--- config.mk ---
export PLATFORM = sky130hd
export DESIGN_NAME = tl_phase_fsm
export DESIGN_NICKNAME = d
export VERILOG_FILES = /design/src/rtl/tl_defs.sv /design/src/rtl/tl_phase_timer.sv /design/src/rtl/tl_phase_fsm.sv
export SDC_FILE = /design/constraint.sdc
export NUM_CORES = 1
export LEC_CHECK = 0
export CORE_UTILIZATION = 52
export DETAILED_ROUTE_END_ITERATION = 6
export PLACE_DENSITY_LB_ADDON = 0.15
export SYNTH_ARGS = -nofsm -noshare
export SYNTH_HDL_FRONTEND = slang
export SYNTH_SLANG_ARGS = --single-unit
export TNS_END_PERCENT = 20
--- constraint.sdc ---
create_clock -name clk -period 6.05 [get_ports clk]
set_input_delay 0.605 -clock clk [delete_from_list [all_inputs] [get_ports clk]]
set_output_delay 0.605 -clock clk [all_outputs]
set_load 0.05 [all_outputs]
--- src/rtl/tl_defs.sv ---
// Shared phase and light encodings for the two-road traffic light.
// Used by the phase FSM, its timer and the light-decoding output logic.
package tl_defs;

   // Phase encoding shared with the output logic
   typedef enum logic [1:0] {
      S0 = 2'b00,  // A yellow / B red
      S1 = 2'b01,  // A red / B green
      S2 = 2'b10,  // A red / B yellow
      S3 = 2'b11   // A green / B red
   } phase_e;

   // Light encoding consumed by the output logic
   typedef enum logic [1:0] {
      RED      = 2'b00,
      YELLOW_L = 2'b01,
      GREEN    = 2'b10
   } light_e;

   // Fixed cycle successor: S3 -> S0 -> S1 -> S2 -> S3
   function automatic phase_e next_phase(input phase_e p);
      unique case (p)
         S3:      next_phase = S0;
         S0:      next_phase = S1;
         S1:      next_phase = S2;
         S2:      next_phase = S3;
         default: next_phase = S3;
      endcase
   endfunction

endpackage

--- src/rtl/tl_phase_timer.sv ---
// Saturating per-phase tick counter with synchronous clear and the
// min-green / max-green / yellow-done comparators.
module tl_phase_timer
   import tl_defs::*;
#(
   parameter int TW        = 8,
   parameter int MIN_GREEN = 3,
   parameter int MAX_GREEN = 6,
   parameter int YELLOW    = 2
) (
   input  logic          clk,
   input  logic          reset,
   input  logic          tick,
   input  logic          clr,
   output logic [TW-1:0] cnt,
   output logic          min_done,
   output logic          max_done,
   output logic          yel_done
);

   localparam logic [TW-1:0] MIN_M1 = TW'(MIN_GREEN - 1);
   localparam logic [TW-1:0] MAX_M1 = TW'(MAX_GREEN - 1);
   localparam logic [TW-1:0] YEL_M1 = TW'(YELLOW - 1);
   localparam logic [TW-1:0] SAT    = '1;

   logic [TW-1:0] r_cnt;

   // Count ticks in the current phase; clear wins, saturate at all-ones
   always_ff @(posedge clk) begin
      if (reset) begin
         r_cnt <= '0;
      end else if (tick) begin
         if (clr)
            r_cnt <= '0;
         else if (r_cnt != SAT)
            r_cnt <= r_cnt + 1'b1;
      end
   end

   assign cnt      = r_cnt;
   assign min_done = (r_cnt >= MIN_M1);
   assign max_done = (r_cnt >= MAX_M1);
   assign yel_done = (r_cnt == YEL_M1);

endmodule

--- src/rtl/tl_phase_fsm.sv ---
// Phase register and next-state logic for the two-road traffic light.
// Advances only on prescaler ticks; green yields on opposing demand.
module tl_phase_fsm
   import tl_defs::*;
#(
   parameter int TW        = 8,
   parameter int MIN_GREEN = 3,
   parameter int MAX_GREEN = 6,
   parameter int YELLOW    = 2
) (
   input  logic          clk,
   input  logic          reset,
   input  logic          tick,
   input  logic          Ta,
   input  logic          Tb,
   output logic [1:0]    state,
   output logic [TW-1:0] phase_cnt,
   output logic          state_chg
);

   phase_e r_state;
   phase_e w_state_nxt;
   logic   r_chg;
   logic   w_adv;
   logic   w_min_done;
   logic   w_max_done;
   logic   w_yel_done;

   tl_phase_timer #(
      .TW        (TW),
      .MIN_GREEN (MIN_GREEN),
      .MAX_GREEN (MAX_GREEN),
      .YELLOW    (YELLOW)
   ) u_timer (
      .clk      (clk),
      .reset    (reset),
      .tick     (tick),
      .clr      (w_adv),
      .cnt      (phase_cnt),
      .min_done (w_min_done),
      .max_done (w_max_done),
      .yel_done (w_yel_done)
   );

   // Decide whether the current phase ends on this tick
   always_comb begin
      w_adv       = 1'b0;
      w_state_nxt = next_phase(r_state);
      unique case (r_state)
         S3: w_adv = w_min_done && Tb && (!Ta || w_max_done);
         S0: w_adv = w_yel_done;
         S1: w_adv = w_min_done && Ta && (!Tb || w_max_done);
         S2: w_adv = w_yel_done;
         default: begin
            w_adv       = 1'b1;
            w_state_nxt = S3;
         end
      endcase
   end

   // Phase register and one-cycle change pulse, updated on ticks only
   always_ff @(posedge clk) begin
      if (reset) begin
         r_state <= S3;
         r_chg   <= 1'b0;
      end else if (tick) begin
         if (w_adv)
            r_state <= w_state_nxt;
         r_chg <= w_adv;
      end else begin
         r_chg <= 1'b0;
      end
   end

   assign state     = r_state;
   assign state_chg = r_chg;

endmodule

### Word-level counts from Yosys, hierarchy flattened

Index checks and enable logic that the tools add are counted.

| operators by class | value |
|---|---|
| eq/ne operators | 5 |
| add/sub/neg operators | 1 |
| bitwise gates (word level) | 1 |
| magnitude comparators | 2 |
| multiplexer cells | 4 |
| reduce and logical (&&, ||, !) cells | 14 |

Operators by type and width:

| operator | number |
|---|---|
| 8-bit two-way mux | 2 |
| 8-bit by 1-bit adder with 8-bit output, second input constant | 1 |
| 8-bit by 1-bit equality test with 1-bit output, second input constant | 1 |
| 8-bit by 2-bit >= comparator with 1-bit output, second input constant | 1 |
| 8-bit by 3-bit >= comparator with 1-bit output, second input constant | 1 |
| 8-bit != test, second input constant | 1 |
| 2-bit case mux with 4 select lines | 1 |
| 2-bit equality test, second input constant | 2 |
| 1-bit logical AND | 4 |
| 2-bit AND reduction | 2 |
| 2-bit OR reduction | 2 |
| 1-bit case mux with 3 select lines | 1 |
| 2-bit by 1-bit equality test with 1-bit output, second input constant | 1 |
| 1-bit logical NOT | 2 |
| 2-bit logical NOT | 1 |
| 1-bit logical OR | 2 |
| 2-bit nonzero test | 1 |
| 1-bit NOT | 1 |

| storage, ports and cells | value |
|---|---|
| input port bits | 5 |
| bits in registers | 11 |
| output and inout bits | 11 |
| logic and storage cells | 30 |

### Logic depth before layout (Yosys ltp)

| depth | value |
|---|---|
| depth in word-level cells | 6 |
| mapped depth | 8 |
| gate-level depth less buffers | 7 |

### Cells and area by module

A second synthesis with hierarchy kept.

| second synthesis, totals | value |
|---|---|
| cell total of the unflattened synthesis | 90 |
| area total of the unflattened synthesis | 804.5 um^2 |

Modules (own cells, without submodules):

| module | cells an instance | area an instance (um^2) | times used | sequential area each (um^2) |
|---|---|---|---|---|
| tl_phase_timer | 63 | 573.0 | 1 | 160.2 |
| tl_phase_fsm | 27 | 231.5 | 1 | 60.1 |

### Least setup slack after synthesis

Ideal clock, no wire load.

| path | value |
|---|---|
| path kind | register -> register |
| start | register u_timer.r_cnt[4], in the netlist u_timer.cnt[4] |
| end | register u_timer.r_cnt[4], in the netlist u_timer.cnt[4] |
| setup time | 70 ps |
| setup slack | 3555 ps |
| path buffers | 0 |
| arrival time | 2425 ps |
| period minus slack after synthesis | 2495 ps |
| stages on the path, launching flop included | 6 |
| required time | 5980 ps |
| cells stage by stage | dfxtp_1 -> or4_4 -> or4_4 -> and4b_4 -> or4_1 -> a21oi_1 |

| on the way | value |
|---|---|
| word-level cells in the longest chain between the ends | 6 |
| elaborated cells between the ends (all ways) | 16 |
| classes of those cells | 1 x add/sub; 2 x order compare; 2 x eq/ne; 3 x mux; 8 x reduce/logical |

Ends and longest elaborated chain:

| element | line | source |
|---|---|---|
| start: declaration | tl_phase_timer.sv:26 | `logic [TW-1:0] r_cnt;` |
| start signal: assignment | tl_phase_timer.sv:36 | `r_cnt <= r_cnt + 1'b1;` |
| 8-bit by 2-bit >= comparator with 1-bit output / 8-bit by 3-bit >= comparator with 1-bit output (equally long branches) | tl_phase_timer.sv:41, tl_phase_timer.sv:42 |  |
| 1-bit logical AND (tied with other cells) | tl_phase_fsm.sv:52 | `S1: w_adv = w_min_done && Ta && (!Tb \|\| w_max_done);` |
| 1-bit logical AND (on tied branches) | tl_phase_fsm.sv:52, tl_phase_fsm.sv:50 |  |
| 1-bit case mux with 3 select lines | tl_phase_fsm.sv:49 | `unique case (r_state)` |
| 2-bit nonzero test (no source line) | - |  |
| 2-bit AND reduction (no source line) | - |  |

Several ways; a longest one is shown, not always the timed one. The select of a mux whose other input is x is not followed.
A chain may end at the register's enable or synchronous reset.

### Final worst setup path

| path | value |
|---|---|
| start | register u_timer.r_cnt[4], in the netlist u_timer.cnt[4] |
| end | register u_timer.r_cnt[0], in the netlist u_timer.cnt[0] |

Same word-level chain as after synthesis.

==> parameters.txt <==
Parameter                              Value

Critical path
  Reg-to-reg critical path startpoint    u_timer.cnt[4]$_SDFFE_PP0P_
  Critical Path RT    6.19 ns
  Arrival @ worst endpoint    2.53 ns
  Critical path peak fanout    8
  Type of destination of the critical path    register
  Setup slack of the worst register-to-register path    ~3.7 ns
  Capture point of the worst reg-to-reg path    u_timer.cnt[0]$_SDFFE_PP0P_
  FF-to-FF path depth    5
  Worst Path Class, Setup    register to register
  Startpoint type of the worst setup path    register

Drt
  Number of DRC markers in iteration 0    13
  Ratio of routed vias to standard cells    5.99
  DRC Markers    0
  Total number of vias    701
  Routed length per placed instance    13.6 um
  Total detailed-routing wirelength    1590 um
  Remaining antenna violation count    0
  Length of the first detailed-routing pass in iterations    4

Clock network
  CTS-repair resized insts    0
  H-tree lvl count    1
  Hold Buf Count CTS    0
  Clock tree from TritonCTS    yes
  Root Buffer    sky130_fd_sc_hd__clkbuf_4
  Post-CTS setup-driven buffer insertion count    0
  TritonCTS Sinks    11
  Clk_lat worst skew    0.27 ns
  Post-CTS clock slew at the launch and capture registers of the worst setup and hold paths    around 0.070 ns
  Number of buffers on the longest clock path    2
  Number of clock buffers inserted by TritonCTS    3

Place
  Half-perimeter wire length of the detailed placement result    1220 um
  Final weighted congestion in routability-driven placement    0.861
  Count of buffers inserted at the top-level ports    15
  Worst slack, placed    3.60 ns

Logic synthesis
  Mapped cell area    731 um^2
  Yosys reg bits    11
  Share of the synthesized netlist area taken by xor and xnor gates    1.20%
  Post-Synth Adder-Cell Area    between 10% and 20%
  Mean Syn Cell Area    8.60 um^2
  Synth async-reset ratio    0%
  Number of synthesized flops with an enable pin    0
  Mapped Nets    98
  Combinational family with the most area after synthesis    simple AND/OR/NAND/NOR gates
  Post-synthesis cell type with the largest combined area    sky130_fd_sc_hd__dfxtp_1
  Share of the synthesized area in compound gates (AO/OA/AOI/OAI)    23.6%
  Multiplexer share of the synthesized area    0%
  Fraction of post-synthesis cell area in the top cell type by area    roughly 30%
  Synth Area in Simple Gates    approximately 27%
  Sequential fraction of the synthesis area    between 30% and 40%
  Ranking of synthesized cells by area    sky130_fd_sc_hd__dfxtp_1, sky130_fd_sc_hd__ha_1, sky130_fd_sc_hd__a311oi_1
  Synthesized instance count    85
  Prevailing post-synth register cell    sky130_fd_sc_hd__dfxtp_1
  Count of unique library cells instantiated by Yosys    34
  Syn. warnings    0

Final layout
  Multi-input gate area in the final layout    between 400 and 500 um^2
  Antenna diode count    0
  Fraction of layout cells with a size suffix above 1    under 10%
  Area taken by flip-flops and latches    ~220 um^2
  Growth of design area from synthesis to finish    25.7%
  Number of nets at the end of the flow    between 100 and 150
  Fillers    123

STA
  Final worst path period need    2.39 ns
  Pins Over Slew Limit    0
  Actual slew at the worst max-slew pin    0.499 ns
  Final setup fails    0
  Final worst path period share    39.5%
  Upper clock frequency limit    419 MHz
  Max_slew headroom    between 60% and 70%
  RSZ-0062 raised after global routing    false
  Final hold viol count    0
  Minimum hold slack    approximately 0.56 ns
  Worst-case clock skew    roughly 0.0018 ns
  Min setup slack post-route    ~3.7 ns
  Post-route setup TNS    0 ns

Floorplanning
  Die footprint    0.00156 mm^2
  Effective utilization at floorplan    56.2%
  Die W    approximately 39 um
  Total I/O pin count    16
  Standard-cell row count    13
  Die H    between 30 and 40 um
  Core box area    approximately 0.0013 mm^2

GRT
  Vias in the first global route    586
  Residual overflow from global routing    0
  Pin count of the biggest net entering global routing    12
  Initial antenna violation count    0
  Global-route wire length before repair    between 2000 and 3000 um
  Total routing usage reported by global routing    between 20% and 30%

Power
  Switching share of power    40.9%
  Clock share of power    20.6%
  Power density normalized to cell area    266 mW/mm^2
  Peak supply drop    191 uV
  Portion of total power attributed to combinational logic    a little over two fifths
  Sequential cell fraction of total power    a little over a third
  Lkg Pwr    0.000354 uW
  Net load switching power    roughly 100 uW
  Design internal power    144 uW

Outcome
  Run status    finished, final reports clean

Hold path
  Hold path cells    2
  HP Start    u_timer.cnt[4]$_SDFFE_PP0P_
  Worst Hold Path EP    u_timer.cnt[4]$_SDFFE_PP0P_
  Worst hold path type    register to register

Run
  Max-capacitance violation count    0
-- Yosys cell counts (2+ instances only) --
cell type,n
sky130_fd_sc_hd__dfxtp_1,11
sky130_fd_sc_hd__ha_1,8
sky130_fd_sc_hd__inv_1,6
sky130_fd_sc_hd__nor2_1,6
sky130_fd_sc_hd__a21oi_1,4
sky130_fd_sc_hd__nand2_1,4
sky130_fd_sc_hd__nand3_1,4
sky130_fd_sc_hd__o21ai_1,4
sky130_fd_sc_hd__a311oi_1,3
sky130_fd_sc_hd__and3_1,3
sky130_fd_sc_hd__o21ai_0,3
sky130_fd_sc_hd__a211oi_1,2
sky130_fd_sc_hd__and4_1,2
sky130_fd_sc_hd__clkbuf_1,2
sky130_fd_sc_hd__nor3_1,2
sky130_fd_sc_hd__o311ai_1,2
sky130_fd_sc_hd__or4_4,2
-- final cells by class --
class	instances	share of cell area, %
Sequential cell	11	24.0
Multi-Input combinational cell	66	52.3
Clock buffer	4	2.86
Timing Repair Buffer	15	16.3
Tap cell	15	2.04
Inverter	6	2.45
-- worst max-delay path by stage --
stage / to / slack (ns) / from / depth (start not counted)
final: u_timer.cnt[0]$_SDFFE_PP0P_ / 3.66 / u_timer.cnt[4]$_SDFFE_PP0P_ / 5
after global routing: u_timer.cnt[0]$_SDFFE_PP0P_ / 3.59 / u_timer.cnt[4]$_SDFFE_PP0P_ / 5
after detailed placement: u_timer.cnt[5]$_SDFFE_PP0P_ / 3.60 / Ta / 6
after floorplan: u_timer.cnt[4]$_SDFFE_PP0P_ / 3.55 / u_timer.cnt[4]$_SDFFE_PP0P_ / 5
after CTS: u_timer.cnt[0]$_SDFFE_PP0P_ / 3.67 / u_timer.cnt[4]$_SDFFE_PP0P_ / 5
after global placement: u_timer.cnt[4]$_SDFFE_PP0P_ / 3.70 / Tb / 6
-- metal layers --
layer / wire length, um / track usage [%]
met5: 0 / 0
met1: 771 / 33.8
met4: 30 / 12.9
met2: 705 / 34.8
met3: 85 / 5.11
-- state kept, by name (all words and copies together) (netlist names) --
register	flops
state_chg	1
u_timer.cnt	8
state	2
-- layout by cell type (no fill, tap or decap), types with 4 or more instances in the layout --
master / n
sky130_fd_sc_hd__nand2_1: 4
sky130_fd_sc_hd__dfxtp_1: 11
sky130_fd_sc_hd__clkdlybuf4s50_1: 15
sky130_fd_sc_hd__nand3_1: 4
sky130_fd_sc_hd__o21ai_1: 4
sky130_fd_sc_hd__inv_1: 6
sky130_fd_sc_hd__nor2_1: 6
sky130_fd_sc_hd__a21oi_1: 4
sky130_fd_sc_hd__ha_1: 8
-- kinds of logic after synthesis --
family          count (synthesis)
simple gates                   32
compound gates                 25
flops                          11
buf+inv                         8
fa+ha+maj                       8
xor+xnor                        1
-- per-stage QoR --
stage,power [uW],cell area [um^2],util [%],instances
global route,262,918,70.6,117
floorplan,166,731,-,85
detailed placement,195,892,68.6,113
finish,244,918,70.6,117
CTS,245,918,70.6,117
global placement,192,892,68.6,113
-- worst max-delay path, cell delays in order (launching register included) --
cell                      delay, ns
sky130_fd_sc_hd__dfxtp_1       0.37
sky130_fd_sc_hd__or4_4         0.57
sky130_fd_sc_hd__or4_4         0.53
sky130_fd_sc_hd__and4b_1       0.30
sky130_fd_sc_hd__o21ai_2       0.38
sky130_fd_sc_hd__nor2_1        0.11
-- power by group through the flow --
stage / logic (uW) / registers, uW / clock network, uW
6_report: 105 / 88.6 / 50.4
5_1_grt: 117 / 90.2 / 54.8
4_1_cts: 105 / 88.8 / 51.1
3_5_place_dp: 104 / 90.5 / 0
3_3_place_gp: 102 / 89.7 / 0
2_1_floorplan: 53.0 / 113 / 0
(Power assumes the default switching activity.)
